File: src/rtl/plb_port_arbiter_if.sv
// rtl/plb_port_arbiter_if.sv - requester-side and PLB-side bus bundle for plb_port_arbiter
interface plb_port_arbiter_if #(
  parameter int NUM_REQ    = 2,
  parameter int DATA_WIDTH = 64,
  parameter int ADDR_WIDTH = 64
);
  logic [NUM_REQ-1:0]              s_mem_req;
  logic [NUM_REQ-1:0]              s_mem_gnt;
  logic [NUM_REQ-1:0]              s_mem_valid;
  logic [NUM_REQ*ADDR_WIDTH-1:0]   s_mem_addr;
  logic [NUM_REQ*DATA_WIDTH-1:0]   s_mem_wdata;
  logic [NUM_REQ-1:0]              s_mem_we;
  logic [NUM_REQ*DATA_WIDTH/8-1:0] s_mem_be;
  logic [DATA_WIDTH-1:0]           s_mem_rdata;
  logic [NUM_REQ-1:0]              s_mem_error;

  logic                            m_mem_req;
  logic [ADDR_WIDTH-1:0]           m_mem_addr;
  logic [DATA_WIDTH-1:0]           m_mem_wdata;
  logic                            m_mem_we;
  logic [DATA_WIDTH/8-1:0]         m_mem_be;
  logic                            m_mem_gnt;
  logic                            m_mem_valid;
  logic                            m_mem_error;
  logic [DATA_WIDTH-1:0]           m_mem_rdata;

  // Arbiter view: answers the requesters and drives the PLB request.
  modport slave (
    input  s_mem_req, s_mem_addr, s_mem_wdata, s_mem_we, s_mem_be,
    input  m_mem_gnt, m_mem_valid, m_mem_error, m_mem_rdata,
    output s_mem_gnt, s_mem_valid, s_mem_rdata, s_mem_error,
    output m_mem_req, m_mem_addr, m_mem_wdata, m_mem_we, m_mem_be
  );

  // Environment view: requesters plus the PLB cache.
  modport master (
    output s_mem_req, s_mem_addr, s_mem_wdata, s_mem_we, s_mem_be,
    output m_mem_gnt, m_mem_valid, m_mem_error, m_mem_rdata,
    input  s_mem_gnt, s_mem_valid, s_mem_rdata, s_mem_error,
    input  m_mem_req, m_mem_addr, m_mem_wdata, m_mem_we, m_mem_be
  );
endinterface

File: src/rtl/plb_port_arbiter.sv
// rtl/plb_port_arbiter.sv - round-robin PLB port arbiter with grant lock and in-order response steering
module plb_port_arbiter #(
  parameter int NUM_REQ         = 2,
  parameter int DATA_WIDTH      = 64,
  parameter int ADDR_WIDTH      = 64,
  parameter int MAX_OUTSTANDING = 4
) (
  input  logic                               clk_i,
  input  logic                               rst_i,
  plb_port_arbiter_if.slave                  bus,
  output logic [$clog2(MAX_OUTSTANDING):0]   outstanding_o,
  output logic                               spurious_o
);
  localparam int IW = (NUM_REQ > 1) ? $clog2(NUM_REQ) : 1;
  localparam int PW = (MAX_OUTSTANDING > 1) ? $clog2(MAX_OUTSTANDING) : 1;
  localparam int CW = $clog2(MAX_OUTSTANDING) + 1;
  localparam int BW = DATA_WIDTH / 8;

  typedef enum logic {IDLE, LOCKED} state_t;

  state_t              state_q, state_d;
  logic [IW-1:0]       lock_sel_q, lock_sel_d;
  logic [IW-1:0]       rr_ptr_q;
  logic [IW-1:0]       fifo_q [MAX_OUTSTANDING];
  logic [PW-1:0]       wr_ptr_q, rd_ptr_q;
  logic [CW-1:0]       count_q;
  logic                spurious_q;

  logic [NUM_REQ-1:0]  eligible;
  logic                can_issue;
  logic                any_elig;
  logic [IW-1:0]       idx;
  logic [IW-1:0]       sel_rr;
  logic [IW-1:0]       sel;
  logic                m_req;
  logic                push;
  logic                pop;
  logic [IW-1:0]       head;

  function automatic logic [PW-1:0] ptr_next(input logic [PW-1:0] p);
    return (MAX_OUTSTANDING == 1) ? '0 : p + 1'b1;
  endfunction

  assign can_issue = (count_q < CW'(MAX_OUTSTANDING));
  assign eligible  = can_issue ? bus.s_mem_req : '0;

  // Descending scan so the last hit is the first eligible index at or after rr_ptr.
  always_comb begin
    sel_rr   = rr_ptr_q;
    any_elig = 1'b0;
    idx      = '0;
    for (int i = NUM_REQ - 1; i >= 0; i--) begin
      idx = IW'((int'(rr_ptr_q) + i) % NUM_REQ);
      if (eligible[idx]) begin
        sel_rr   = idx;
        any_elig = 1'b1;
      end
    end
  end

  assign sel   = (state_q == LOCKED) ? lock_sel_q : sel_rr;
  // Reset gates the combinational request so the port is quiet while rst_i is held.
  assign m_req = ~rst_i & ((state_q == LOCKED) ? eligible[lock_sel_q] : any_elig);
  assign push  = m_req & bus.m_mem_gnt;
  assign pop   = ~rst_i & bus.m_mem_valid & (count_q != '0);
  assign head  = fifo_q[rd_ptr_q];

  assign bus.m_mem_req   = m_req;
  assign bus.m_mem_addr  = bus.s_mem_addr[int'(sel)*ADDR_WIDTH +: ADDR_WIDTH];
  assign bus.m_mem_wdata = bus.s_mem_wdata[int'(sel)*DATA_WIDTH +: DATA_WIDTH];
  assign bus.m_mem_we    = bus.s_mem_we[sel];
  assign bus.m_mem_be    = bus.s_mem_be[int'(sel)*BW +: BW];

  assign bus.s_mem_gnt   = push ? (NUM_REQ'(1) << sel) : '0;
  assign bus.s_mem_valid = pop ? (NUM_REQ'(1) << head) : '0;
  assign bus.s_mem_error = (pop & bus.m_mem_error) ? (NUM_REQ'(1) << head) : '0;
  assign bus.s_mem_rdata = bus.m_mem_rdata;

  assign outstanding_o = count_q;
  assign spurious_o    = spurious_q;

  always_comb begin
    state_d    = state_q;
    lock_sel_d = lock_sel_q;
    case (state_q)
      IDLE: begin
        if (m_req && !bus.m_mem_gnt) begin
          state_d    = LOCKED;
          lock_sel_d = sel;
        end
      end
      LOCKED: begin
        // A requester withdrawing while locked is tolerated: release without a grant.
        if (!bus.s_mem_req[lock_sel_q] || bus.m_mem_gnt) begin
          state_d = IDLE;
        end
      end
      default: state_d = IDLE;
    endcase
  end

  always_ff @(posedge clk_i or posedge rst_i) begin
    if (rst_i) begin
      state_q    <= IDLE;
      lock_sel_q <= '0;
    end else begin
      state_q    <= state_d;
      lock_sel_q <= lock_sel_d;
    end
  end

  always_ff @(posedge clk_i or posedge rst_i) begin
    if (rst_i) begin
      rr_ptr_q   <= '0;
      wr_ptr_q   <= '0;
      rd_ptr_q   <= '0;
      count_q    <= '0;
      spurious_q <= 1'b0;
    end else begin
      if (push) begin
        rr_ptr_q <= IW'((int'(sel) + 1) % NUM_REQ);
        wr_ptr_q <= ptr_next(wr_ptr_q);
      end
      if (pop) begin
        rd_ptr_q <= ptr_next(rd_ptr_q);
      end
      if (bus.m_mem_valid && (count_q == '0)) begin
        spurious_q <= 1'b1;
      end
      count_q <= count_q + CW'(push) - CW'(pop);
    end
  end

  // ID storage needs no reset; only entries between the pointers are ever read.
  always_ff @(posedge clk_i) begin
    if (push) begin
      fifo_q[wr_ptr_q] <= sel;
    end
  end
endmodule

File: src/flat_wrapper.sv
// flat-port wrapper written by rule: the top's interface ports become plain ports
module plb_port_arbiter_flat 
#(
  parameter int NUM_REQ         = 2,
  parameter int DATA_WIDTH      = 64,
  parameter int ADDR_WIDTH      = 64,
  parameter int MAX_OUTSTANDING = 4
)
  (clk_i, rst_i, outstanding_o, spurious_o, bus_s_mem_req, bus_s_mem_addr, bus_s_mem_wdata, bus_s_mem_we, bus_s_mem_be, bus_m_mem_gnt, bus_m_mem_valid, bus_m_mem_error, bus_m_mem_rdata, bus_s_mem_gnt, bus_s_mem_valid, bus_s_mem_rdata, bus_s_mem_error, bus_m_mem_req, bus_m_mem_addr, bus_m_mem_wdata, bus_m_mem_we, bus_m_mem_be);
  plb_port_arbiter_if #(.NUM_REQ(NUM_REQ), .DATA_WIDTH(DATA_WIDTH), .ADDR_WIDTH(ADDR_WIDTH)) bus_i ();
  input  logic clk_i;
  input  logic rst_i;
  output logic [$clog2(MAX_OUTSTANDING):0] outstanding_o;
  output logic spurious_o;
  input wire logic [$bits(bus_i.s_mem_req)-1:0] bus_s_mem_req;
  input wire logic [$bits(bus_i.s_mem_addr)-1:0] bus_s_mem_addr;
  input wire logic [$bits(bus_i.s_mem_wdata)-1:0] bus_s_mem_wdata;
  input wire logic [$bits(bus_i.s_mem_we)-1:0] bus_s_mem_we;
  input wire logic [$bits(bus_i.s_mem_be)-1:0] bus_s_mem_be;
  input wire logic [$bits(bus_i.m_mem_gnt)-1:0] bus_m_mem_gnt;
  input wire logic [$bits(bus_i.m_mem_valid)-1:0] bus_m_mem_valid;
  input wire logic [$bits(bus_i.m_mem_error)-1:0] bus_m_mem_error;
  input wire logic [$bits(bus_i.m_mem_rdata)-1:0] bus_m_mem_rdata;
  output wire logic [$bits(bus_i.s_mem_gnt)-1:0] bus_s_mem_gnt;
  output wire logic [$bits(bus_i.s_mem_valid)-1:0] bus_s_mem_valid;
  output wire logic [$bits(bus_i.s_mem_rdata)-1:0] bus_s_mem_rdata;
  output wire logic [$bits(bus_i.s_mem_error)-1:0] bus_s_mem_error;
  output wire logic [$bits(bus_i.m_mem_req)-1:0] bus_m_mem_req;
  output wire logic [$bits(bus_i.m_mem_addr)-1:0] bus_m_mem_addr;
  output wire logic [$bits(bus_i.m_mem_wdata)-1:0] bus_m_mem_wdata;
  output wire logic [$bits(bus_i.m_mem_we)-1:0] bus_m_mem_we;
  output wire logic [$bits(bus_i.m_mem_be)-1:0] bus_m_mem_be;
  assign bus_i.s_mem_req = bus_s_mem_req;
  assign bus_i.s_mem_addr = bus_s_mem_addr;
  assign bus_i.s_mem_wdata = bus_s_mem_wdata;
  assign bus_i.s_mem_we = bus_s_mem_we;
  assign bus_i.s_mem_be = bus_s_mem_be;
  assign bus_i.m_mem_gnt = bus_m_mem_gnt;
  assign bus_i.m_mem_valid = bus_m_mem_valid;
  assign bus_i.m_mem_error = bus_m_mem_error;
  assign bus_i.m_mem_rdata = bus_m_mem_rdata;
  assign bus_s_mem_gnt = bus_i.s_mem_gnt;
  assign bus_s_mem_valid = bus_i.s_mem_valid;
  assign bus_s_mem_rdata = bus_i.s_mem_rdata;
  assign bus_s_mem_error = bus_i.s_mem_error;
  assign bus_m_mem_req = bus_i.m_mem_req;
  assign bus_m_mem_addr = bus_i.m_mem_addr;
  assign bus_m_mem_wdata = bus_i.m_mem_wdata;
  assign bus_m_mem_we = bus_i.m_mem_we;
  assign bus_m_mem_be = bus_i.m_mem_be;
  plb_port_arbiter #(.NUM_REQ(NUM_REQ), .DATA_WIDTH(DATA_WIDTH), .ADDR_WIDTH(ADDR_WIDTH), .MAX_OUTSTANDING(MAX_OUTSTANDING)) u_core (.clk_i(clk_i), .rst_i(rst_i), .bus(bus_i), .outstanding_o(outstanding_o), .spurious_o(spurious_o));
endmodule
File: config.mk
export PLATFORM = sky130hd
export DESIGN_NAME = plb_port_arbiter_flat
export DESIGN_NICKNAME = d
export VERILOG_FILES = /design/src/rtl/plb_port_arbiter_if.sv /design/src/rtl/plb_port_arbiter.sv /design/src/flat_wrapper.sv
export SDC_FILE = /design/constraint.sdc
export NUM_CORES = 1
export LEC_CHECK = 0
export ABC_CLOCK_PERIOD_IN_PS = 2800
export BUFFER_PORTS_ARGS = -buffer_cell sky130_fd_sc_hd__buf_2
export CAP_MARGIN = 20
export CORE_AREA = 3 3 217 219
export CTS_BUF_LIST = sky130_fd_sc_hd__clkbuf_16
export CTS_CLUSTER_DIAMETER = 100
export DETAILED_ROUTE_END_ITERATION = 10
export DIE_AREA = 0 0 220 222
export HOLD_SLACK_MARGIN = 0.08
export SLEW_MARGIN = 30
export SYNTH_ARGS = -nofsm -noshare
export SYNTH_HDL_FRONTEND = slang
export SYNTH_SLANG_ARGS = --single-unit
File: constraint.sdc
create_clock -name clk_i -period 2.8 [get_ports clk_i]
set_clock_uncertainty 0.1 [all_clocks]
set_input_delay 0.14 -clock clk_i [delete_from_list [all_inputs] [get_ports clk_i]]
set_output_delay 0.14 -clock clk_i [all_outputs]
set_load 0.01 [all_outputs]
==> reports/metrics.yaml, run 1 <==
outcome: "finished, final reports clean"
worstSetupEndpointType: "output port"
hpwl_um: 13300
p_leak_nw: 3.17
crit_path_frequent_cell: "buf_12"
peakVddDrop_uv: 370
synth_area_leader_cell: "mux2_4"
synth.area.top_cells: "mux2_4, buf_4, mux2_2"
fin_util_pct: 12.9
die_area_mm2: 0.0488
min_path_type: "input port to register"
die_h_um: 222
vias: 3640
crit_buf_inv: 3
final.period_utilization_pct: 89.2
coreArea_mm2: 0.0453
fill_cells: 5130
reg2regPathDepth: 8
path_cells: "nand2b_1 -> a21oi_1 -> o31a_2 -> buf_12 -> buf_12 -> mux2_4 -> buf_2"
worst-setup-path-type: "register to output port"
io_buffers: 428
clkTransAtPathRegs_ps: 50
synth_largest_type_area_fraction_pct: 43.5
final_common_cell: "buf_2"
multi_input_area_mm2: 0.00229
timing_hold_violations_final: 0
synth.cell_area_mm2: 0.00335
final_layout_size_suffix_gt1_share_pct: 88.9
holdPathEnd: "u_core.lock_sel_q"
overflow: 0
r2r_start: "u_core.outstanding_o[2]"
firstDrtPassIters: 4
drc: 0
cpMaxStageDelayCell: "dfrtp_1"
max_slew_margin_pct: 67.1
syn_avg_cell_area_um2: 11.4
io_pins: 557
hold_path_startpoint: "bus_s_mem_req[1]"
drv_cap: 0
hold_path_depth: 3
setup_viol: 0
arrival_ps: 2260
synthesis.nets: 645
crit_fanout: 38
cts_tree: "done"
grt_max_degree: 57
r2r-end: "u_core.outstanding_o[2]"
max_freq_mhz: 401
syn_to_final_growth_pct: 74.3
gp_congestion: 0.759
wl_per_cell_um: 11.6
cts_setup_buffers: 0
ctsHtreeMaxLevel: 1
rsz0062_at_grt: "false"
row_count: 78
crit_path_start_kind: "register"
viasPerCell: 2.89
ys_ff_latch: 15
cp_top_family: "buffers and inverters"
wl_um: 14600
antenna_left: 0
fin_crit_ps: 2500
powerDensity_mw_per_mm2: 778
cts.sinks: 15
critPathMaxStageDelay_ps: 440
cts-root-buf: "clkbuf_16"
worst_pin_slew_ps: 491
r2r_setup_slack_ps: 500
syn_inst: 293
clockBufferDepth: 2
grt_pass1_vias: 3672
worstSkewPairLatency_ps: 250
nNetsFinal: 1011
fin_setup_tns_ps: 0
die_w_um: 220
layout_common_cells: "buf_2, mux2_4, mux2_2"
drt_iter0_markers: 84
initial_core_util_pct: 7.40
regArea_um2: 395
numCtsBuffers: 3
grt_pass1_wl_um: 20000
synth_seq_area_share_pct: 11.8
synth_cell_types: 29
worst_ep_required_time_ps: 2560
cp-startpoint: "u_core.outstanding_o[2]"
maxSlewViolCount: 0
yosysWarningCount: 0
antenna_found_initial: 5
track_usage_pct: 5.19
==> cells in the mapped netlist <==
cell / number
o21ai_0: 5
nor3_1: 1
or4_1: 1
ha_1: 6
mux2_2: 41
nor2_1: 6
buf_2: 5
edfxtp_1: 4
buf_6: 11
buf_4: 64
nand2_1: 5
nor3b_2: 1
mux2_4: 97
o221a_2: 1
a21boi_0: 1
nor2b_1: 2
mux4_2: 1
and2_1: 1
xor2_1: 1
a21oi_1: 3
xnor2_1: 4
o31a_1: 1
dfrtp_1: 11
nand3_1: 1
a21o_1: 1
inv_1: 10
nand2b_1: 2
fa_1: 1
and3_1: 5
==> registers in the layout, indices dropped and copies added, names as in the netlist <==
register,flops
u_core.spurious_o,1
u_core.wr_ptr_q,2
u_core.rd_ptr_q,2
u_core.fifo_q,4
u_core.state_q,1
u_core.lock_sel_q,1
u_core.outstanding_o,3
u_core.rr_ptr_q,1
==> worst max path at each step <==
stage	to	slack [ps]	cells past startpoint
2_1_floorplan	u_core.outstanding_o[2]	620	8
3_5_place_dp	u_core.outstanding_o[2]	480	8
4_1_cts	bus_m_mem_be[6]	290	7
3_3_place_gp	u_core.outstanding_o[2]	530	8
6_report	bus_m_mem_be[6]	300	7
5_1_grt	bus_m_mem_be[6]	190	7
==> worst register-to-register path: cells and delay by family (launching register included) <==
family                     cells  cell delay (ps)
xor gates and xnor gates       2              340
adders and majority gates      3              850
buffers and inverters          1               40
DFF                            1              440
and+or+nand+nor                2              450
==> metrics by stage <==
stage	setup WS, ps	hold WS [ps]	std cells	power [W]	instance area, µm²
2_1_floorplan	616	-108	293	0.00322	3350
3_3_place_gp	534	91.4	1252	0.00428	5740
3_5_place_dp	479	96.1	1252	0.00432	5740
4_1_cts	290	102	1258	0.00461	5840
5_1_grt	195	150	1258	0.00486	5840
6_report	303	104	1260	0.00454	5840
==> power by group <==
part           switching, W  internal, W  leakage, nW
registers         0.0000751     0.000320        0.165
logic               0.00172      0.00215         2.97
clock network     0.0000879     0.000191       0.0409
total               0.00188      0.00266         3.17
==> routing by layer <==
layer | part of all wire [%] | vias to the layer above | track usage, %
met1 | 35 | 1581 | 5.45
li1 | - | 1697 | -
met2 | 50 | 345 | 10.0
met3 | 14 | 13 | 1.93
met4 | 0.51 | 4 | 0.499
met5 | 0.34 | - | 0.606
==> what timing repair did <==
item | in CTS | in global routing
hold buffers | 2 | 0
hold endpoints to repair | 12 | 0
gates resized for setup | 0 | 0
==> kinds of logic (layout without fill, tap and decap cells) <==
| group | count (synthesis) | in the layout | synth area share (%) |
|---|---|---|---|
| mux | 139 | 139 | 57.9 |
| buf+inv | 90 | 455 | 19.9 |
| simple gates | 25 | 25 | 4.00 |
| flops | 15 | 15 | 11.8 |
| compound gates | 12 | 12 | 2.24 |
| fa+ha+maj | 7 | 7 | 2.84 |
| xor+xnor | 5 | 5 | 1.31 |
| other cells | 0 | 2 | 0 |
==> final cells by class <==
class / count / share of cell area, %
multi-input combinational: 188 / 39.2
timing repair buffer: 441 / 39.1
antenna: 2 / 0.0857
tap: 600 / 12.9
sequential: 15 / 6.77
inverter: 10 / 0.643
clock inverter: 1 / 0.0857
clock buffer: 3 / 1.29
Power figures use the tool's default switching activity.
==> run 2, diff against run 1 <==
--- a/config.mk
+++ b/config.mk
@@ -6,14 +6,17 @@
 export NUM_CORES = 1
 export LEC_CHECK = 0
 export ABC_CLOCK_PERIOD_IN_PS = 2800
-export BUFFER_PORTS_ARGS = -buffer_cell sky130_fd_sc_hd__buf_2
 export CAP_MARGIN = 20
+export CELL_PAD_IN_SITES_DETAIL_PLACEMENT = 1
+export CELL_PAD_IN_SITES_GLOBAL_PLACEMENT = 2
 export CORE_AREA = 3 3 217 219
 export CTS_BUF_LIST = sky130_fd_sc_hd__clkbuf_16
 export CTS_CLUSTER_DIAMETER = 100
 export DETAILED_ROUTE_END_ITERATION = 10
 export DIE_AREA = 0 0 220 222
+export DONT_BUFFER_PORTS = 1
 export HOLD_SLACK_MARGIN = 0.08
+export PLACE_DENSITY_LB_ADDON = 0.1
 export SLEW_MARGIN = 30
 export SYNTH_ARGS = -nofsm -noshare
 export SYNTH_HDL_FRONTEND = slang
==> run 2 against run 1 <==
  * Register-to-register slack lost 70 ps
  * First-iteration DRC count fell by 20%
  * Core utilization fell by 4.8 points
  * Global-route usage down 0.15 points
  * Critical endpoint is now bus_m_mem_addr[8]
  * Largest cell class unchanged
==> reports/metrics.yaml, run 2 (same netlist as run 1, synthesis figures left out) <==
r2r_setup_slack_ps: 430
internal-power_w: 0.00199
final_common_cell: "mux2_4"
largest_reg_flops: 4
die_h_um: 222
whs_ps: 147
critPathMaxStageDelay_ps: 490
busiest_layer: "met2"
ctsHtreeMaxLevel: 1
met1_usage_pct: 5.20
design_area_mm2: 0.00368
max_slew_margin_pct: 63.3
r2r_start: "u_core.outstanding_o[2]"
placed_area_mm2: 0.00352
endpoint: "bus_m_mem_addr[8]"
final.period_utilization_pct: 85.7
coreArea_mm2: 0.0453
drt_iter0_markers: 67
layout_common_cells: "mux2_4, mux2_2, inv_1, dfrtp_1, dlygate4sd3_1"
setup_viol: 0
syn_to_final_growth_pct: 9.82
vias: 2111
grt_use_met2_pct: 9.54
cts.sinks: 15
powerDensity_mw_per_mm2: 1010
grt_max_degree: 78
path_cells: "nand2b_1 -> a21oi_1 -> o31a_2 -> buf_12 -> mux2_2"
switching_share_pct: 46.3
final_layout_size_suffix_gt1_share_pct: 64.9
initial_core_util_pct: 7.40
rsz0062_at_grt: "false"
p_seq_share_pct: 11.5
wl_per_cell_um: 17.5
cpMaxStageDelayCell: "dfrtp_1"
antenna_found_initial: 0
fin_setup_tns_ps: 0
nNetsFinal: 581
r2r-end: "u_core.outstanding_o[2]"
drc: 0
p_leak_nw: 1.47
cts-root-buf: "clkbuf_16"
reg2regPathDepth: 8
dp_cells: 816
wl_um: 14500
worstSetupEndpointType: "output port"
cp.depth: 5
hpwl_um: 13000
track_usage_pct: 5.05
numCtsBuffers: 3
io_buffers: 0
row_count: 78
top_register: "u_core.fifo_q"
p_sw_w: 0.00172
crit_buf_inv: 1
grtUsageMet3_pct: 2.10
die_area_mm2: 0.0488
cts_setup_buffers: 0
viasPerCell: 2.55
worstSkewPairLatency_ps: 250
worst_pin_slew_ps: 550
max_freq_mhz: 417
clkTransAtPathRegs_ps: 60
firstDrtPassIters: 4
clkPwrFrac_pct: 7.9
peakVddDrop_uv: 347
grt_pass1_vias: 2330
arrival_ps: 2160
worst_ep_required_time_ps: 2560
grt_pass1_wl_um: 18000
antenna_cells: 0
gp_congestion: 0.710
cp-startpoint: "u_core.outstanding_o[2]"
timing_hold_violations_final: 0
cp_top_family: "flip-flops"
fin_crit_ps: 2400
crit_fanout: 77
clockBufferDepth: 2
io_pins: 557
antenna_left: 0
maxSlewViolCount: 0
layout.cells.non_filler: 828
cts_tree: "done"
die_w_um: 220
overflow: 0
outcome: "finished, final reports clean"
min_path_type: "input port to register"
crit_path_start_kind: "register"
p_comb_share_pct: 80.6
worst-setup-path-type: "register to output port"
drv_cap: 0
==> run 2: cell types whose count changed in the layout (fill, tap and decap cells not counted), sizes merged <==
cell | previous run | this run
buf | 439 | 3
clkinv | 1 | 0
diode | 2 | 0
dlygate4sd3 | 2 | 8
inv | 10 | 11
==> run 2: worst min path at each step <==
stage               start                 endpoint  slack (ps)  cells after the start
floorplan           rst_i        u_core.lock_sel_q        -110                      1
CTS                 rst_i       u_core.rd_ptr_q[0]         140                      3
finish              rst_i       u_core.rd_ptr_q[0]         150                      3
detailed placement  rst_i  u_core.outstanding_o[2]          20                      1
global route        rst_i       u_core.rd_ptr_q[0]         160                      3
global placement    rst_i        u_core.lock_sel_q          20                      1
==> run 2: power groups by stage <==
| stage | clock network (W) | registers, W | logic [W] |
|---|---|---|---|
| floorplan | 0 | 0.000398 | 0.00282 |
| global placement | 0 | 0.000437 | 0.00306 |
| detailed placement | 0 | 0.000433 | 0.00303 |
| CTS | 0.000307 | 0.000429 | 0.00306 |
| global route | 0.000320 | 0.000440 | 0.00317 |
| finish | 0.000294 | 0.000425 | 0.00299 |
==> run 2: cell type report <==
| type | instances | area, µm² |
|---|---|---|
| fill | 5334 | 41600 |
| multi-input combinational | 188 | 2290 |
| tap | 600 | 751 |
| sequential | 15 | 395 |
| timing repair buffer | 11 | 128 |
| clock buffer | 3 | 75.1 |
| inverter | 10 | 37.5 |
| clock inverter | 1 | 3.75 |
==> run 2: worst min-delay path, delay by kind of cell <==
kind	cells	cell delay, ps
xor gates and xnor gates	1	120
and+or+nand+nor	1	30
buffers and inverters	1	160
==> run 2: per-stage QoR <==
step                worst slack (ps)  utilization [%]  power [W]
global placement                 462             7.78    0.00349
CTS                              340             8.13    0.00380
floorplan                        616                -    0.00322
global route                     264             8.13    0.00393
detailed placement               446             7.78    0.00346
finish                           399             8.13    0.00371
==> run 2: routing by layer <==
metal / vias up / wire length (µm)
li1: 834 / -
met1: 961 / 4730
met2: 308 / 7450
met3: 8 / 2070
met4: 0 / 192
met5: - / 0
==> run 2: timing repair <==
item | in CTS | in global routing
gates resized for setup | 0 | 0
hold endpoints to repair | 19 | 0
hold buffers | 8 | 0
==> run 3, diff against run 2 <==
--- a/config.mk
+++ b/config.mk
@@ -5,16 +5,17 @@
 export SDC_FILE = /design/constraint.sdc
 export NUM_CORES = 1
 export LEC_CHECK = 0
-export ABC_CLOCK_PERIOD_IN_PS = 2800
+export ABC_CLOCK_PERIOD_IN_PS = 2850
 export CAP_MARGIN = 20
 export CELL_PAD_IN_SITES_DETAIL_PLACEMENT = 1
 export CELL_PAD_IN_SITES_GLOBAL_PLACEMENT = 2
-export CORE_AREA = 3 3 217 219
+export CORE_AREA = 3 3 216 218
 export CTS_BUF_LIST = sky130_fd_sc_hd__clkbuf_16
 export CTS_CLUSTER_DIAMETER = 100
 export DETAILED_ROUTE_END_ITERATION = 10
-export DIE_AREA = 0 0 220 222
+export DIE_AREA = 0 0 219 221
 export DONT_BUFFER_PORTS = 1
+export GPL_TIMING_DRIVEN = 0
 export HOLD_SLACK_MARGIN = 0.08
 export PLACE_DENSITY_LB_ADDON = 0.1
 export SLEW_MARGIN = 30
==> constraint.sdc (replaced) <==
create_clock -name clk_i -period 2.85 [get_ports clk_i]
set_clock_uncertainty 0.1 [all_clocks]
set_input_delay 0.1425 -clock clk_i [delete_from_list [all_inputs] [get_ports clk_i]]
set_output_delay 0.1425 -clock clk_i [all_outputs]
set_load 0.01 [all_outputs]
==> run 3 against run 2 <==
  * Non-clock buffer count rose by 76
  * Sequential share of layout area fell by 1.5 points
  * Largest power group unchanged
  * Via count rose by 13%
  * Total power rose by 6.2%
  * Wire length rose by 17%
==> reports/metrics.yaml, run 3 (same netlist as run 1, synthesis figures left out) <==
outcome: "finished, final reports clean"
gp_congestion: 0.747
die_h_um: 221
arrival_ps: 2570
final.period_utilization_pct: 87.7
worstSkewPairLatency_ps: 250
powerDensity_mw_per_mm2: 924
worst_pin_slew_ps: 561
viasPerCell: 2.63
max_freq_mhz: 400
fin_setup_tns_ps: 0
row_count: 78
final_common_cell: "mux2_4"
wl_per_cell_um: 18.6
largest_reg_flops: 4
peakVddDrop_uv: 249
top_register: "u_core.fifo_q"
firstDrtPassIters: 4
wl_um: 16900
grt_pass1_vias: 2605
die_w_um: 219
io_buffers: 0
setup_viol: 0
syn_to_final_growth_pct: 27.2
cts_setup_buffers: 0
final_layout_size_suffix_gt1_share_pct: 74.0
rsz0062_at_grt: "false"
cts-root-buf: "clkbuf_16"
cts_tree: "done"
max_slew_margin_pct: 62.4
ctsHtreeMaxLevel: 1
vias: 2386
p_leak_nw: 1.83
clockBufferDepth: 2
power_w: 0.00394
worst_ep_required_time_ps: 2920
fin_crit_ps: 2500
overflow: 0
fin_util_pct: 9.45
hpwl_um: 15500
worst-setup-path-type: "register to register"
coreArea_mm2: 0.0451
antenna_found_initial: 4
fill_cells: 5309
cts_resized: 0
clkTransAtPathRegs_ps: 50
drt_iter0_markers: 65
hold_path_depth: 3
timing_hold_violations_final: 0
nNetsFinal: 657
worstSetupEndpointType: "register"
reg2regPathDepth: 8
maxSlewViolCount: 0
crit_fanout: 7
numCtsBuffers: 3
crit_path_start_kind: "register"
antenna_left: 0
cts_hold_buffers: 7
drc: 0
die_area_mm2: 0.0484
min_path_type: "input port to register"
grt_pass1_wl_um: 21200
io_pins: 557
cts.sinks: 15
drv_cap: 0
layout_common_cells: "mux2_4, buf_4, mux2_2"
grt_max_degree: 12
initial_core_util_pct: 7.43
track_usage_pct: 6.00
==> run 3: cell count changes in the layout (fill, tap and decap cells not counted) <==
cell	previous run	this run
inv_1	11	10
buf_4	1	64
buf_6	0	11
o31a_1	0	1
o31a_2	1	0
dlygate4sd3_1	8	7
buf_2	0	5
diode_2	0	4
clkinv_2	0	1
buf_12	2	0
==> run 3: cell type report <==
type                       instances  area (µm²)  area share, %
timing repair buffer               7        70.1           1.64
sequential                        15         395           9.28
tap                              600         751           17.6
antenna                            4        10.0          0.235
inverter                          10        37.5          0.881
multi-input combinational        188        2290           53.7
clock buffer                       3        75.1           1.76
buffer                            80         629           14.8
clock inverter                     1        5.00          0.117
==> run 3: routing by layer <==
layer	wire length, µm	track usage (%)	up-vias	share of wire, %
met5	9	0	-	0.053
met1	5440	5.93	1104	32
met4	30	0.314	2	0.18
met3	2030	1.94	4	12
li1	-	-	996	-
met2	9410	12.4	280	56
==> run 3: path summary, 6_finish.rpt <==
path	slack, ps	end	start
worst max register to register	350	u_core.outstanding_o[2]	u_core.outstanding_o[2]
worst min register to register	380	u_core.rd_ptr_q[1]	u_core.rd_ptr_q[1]
min in group asynchronous	370	u_core.outstanding_o[2]	rst_i
max in group asynchronous	1920	u_core.wr_ptr_q[1]	rst_i
worst min-delay path	140	u_core.wr_ptr_q[0]	bus_m_mem_gnt
worst max-delay path	350	u_core.outstanding_o[2]	u_core.outstanding_o[2]
==> run 3: where the power goes <==
| part | internal [W] | total (W) | switching, W | leakage (nW) |
|---|---|---|---|---|
| logic | 0.00163 | 0.00324 | 0.00161 | 1.62 |
| clock network | 0.000188 | 0.000282 | 0.0000942 | 0.0409 |
| registers | 0.000313 | 0.000417 | 0.000103 | 0.165 |
| total | 0.00213 | 0.00394 | 0.00181 | 1.83 |
==> run 3: worst max-delay path, cell delays in order (launching register included) <==
cell     delay, ps
dfrtp_1        530
nor3_1         140
nor3b_2        500
ha_1           200
inv_1           40
ha_1           200
fa_1           380
xnor2_1        190
xnor2_1        130
==> run 3: through the flow <==
step | hold WS (ps) | instance area (µm²) | setup WS [ps] | cells
after floorplan | -105 | 3350 | 666 | 293
after detailed placement | 8.23 | 4100 | 292 | 893
final | 142 | 4260 | 350 | 908
after global routing | 194 | 4250 | 167 | 904
after global placement | 14.2 | 4100 | 340 | 893
after CTS | 161 | 4250 | 227 | 904
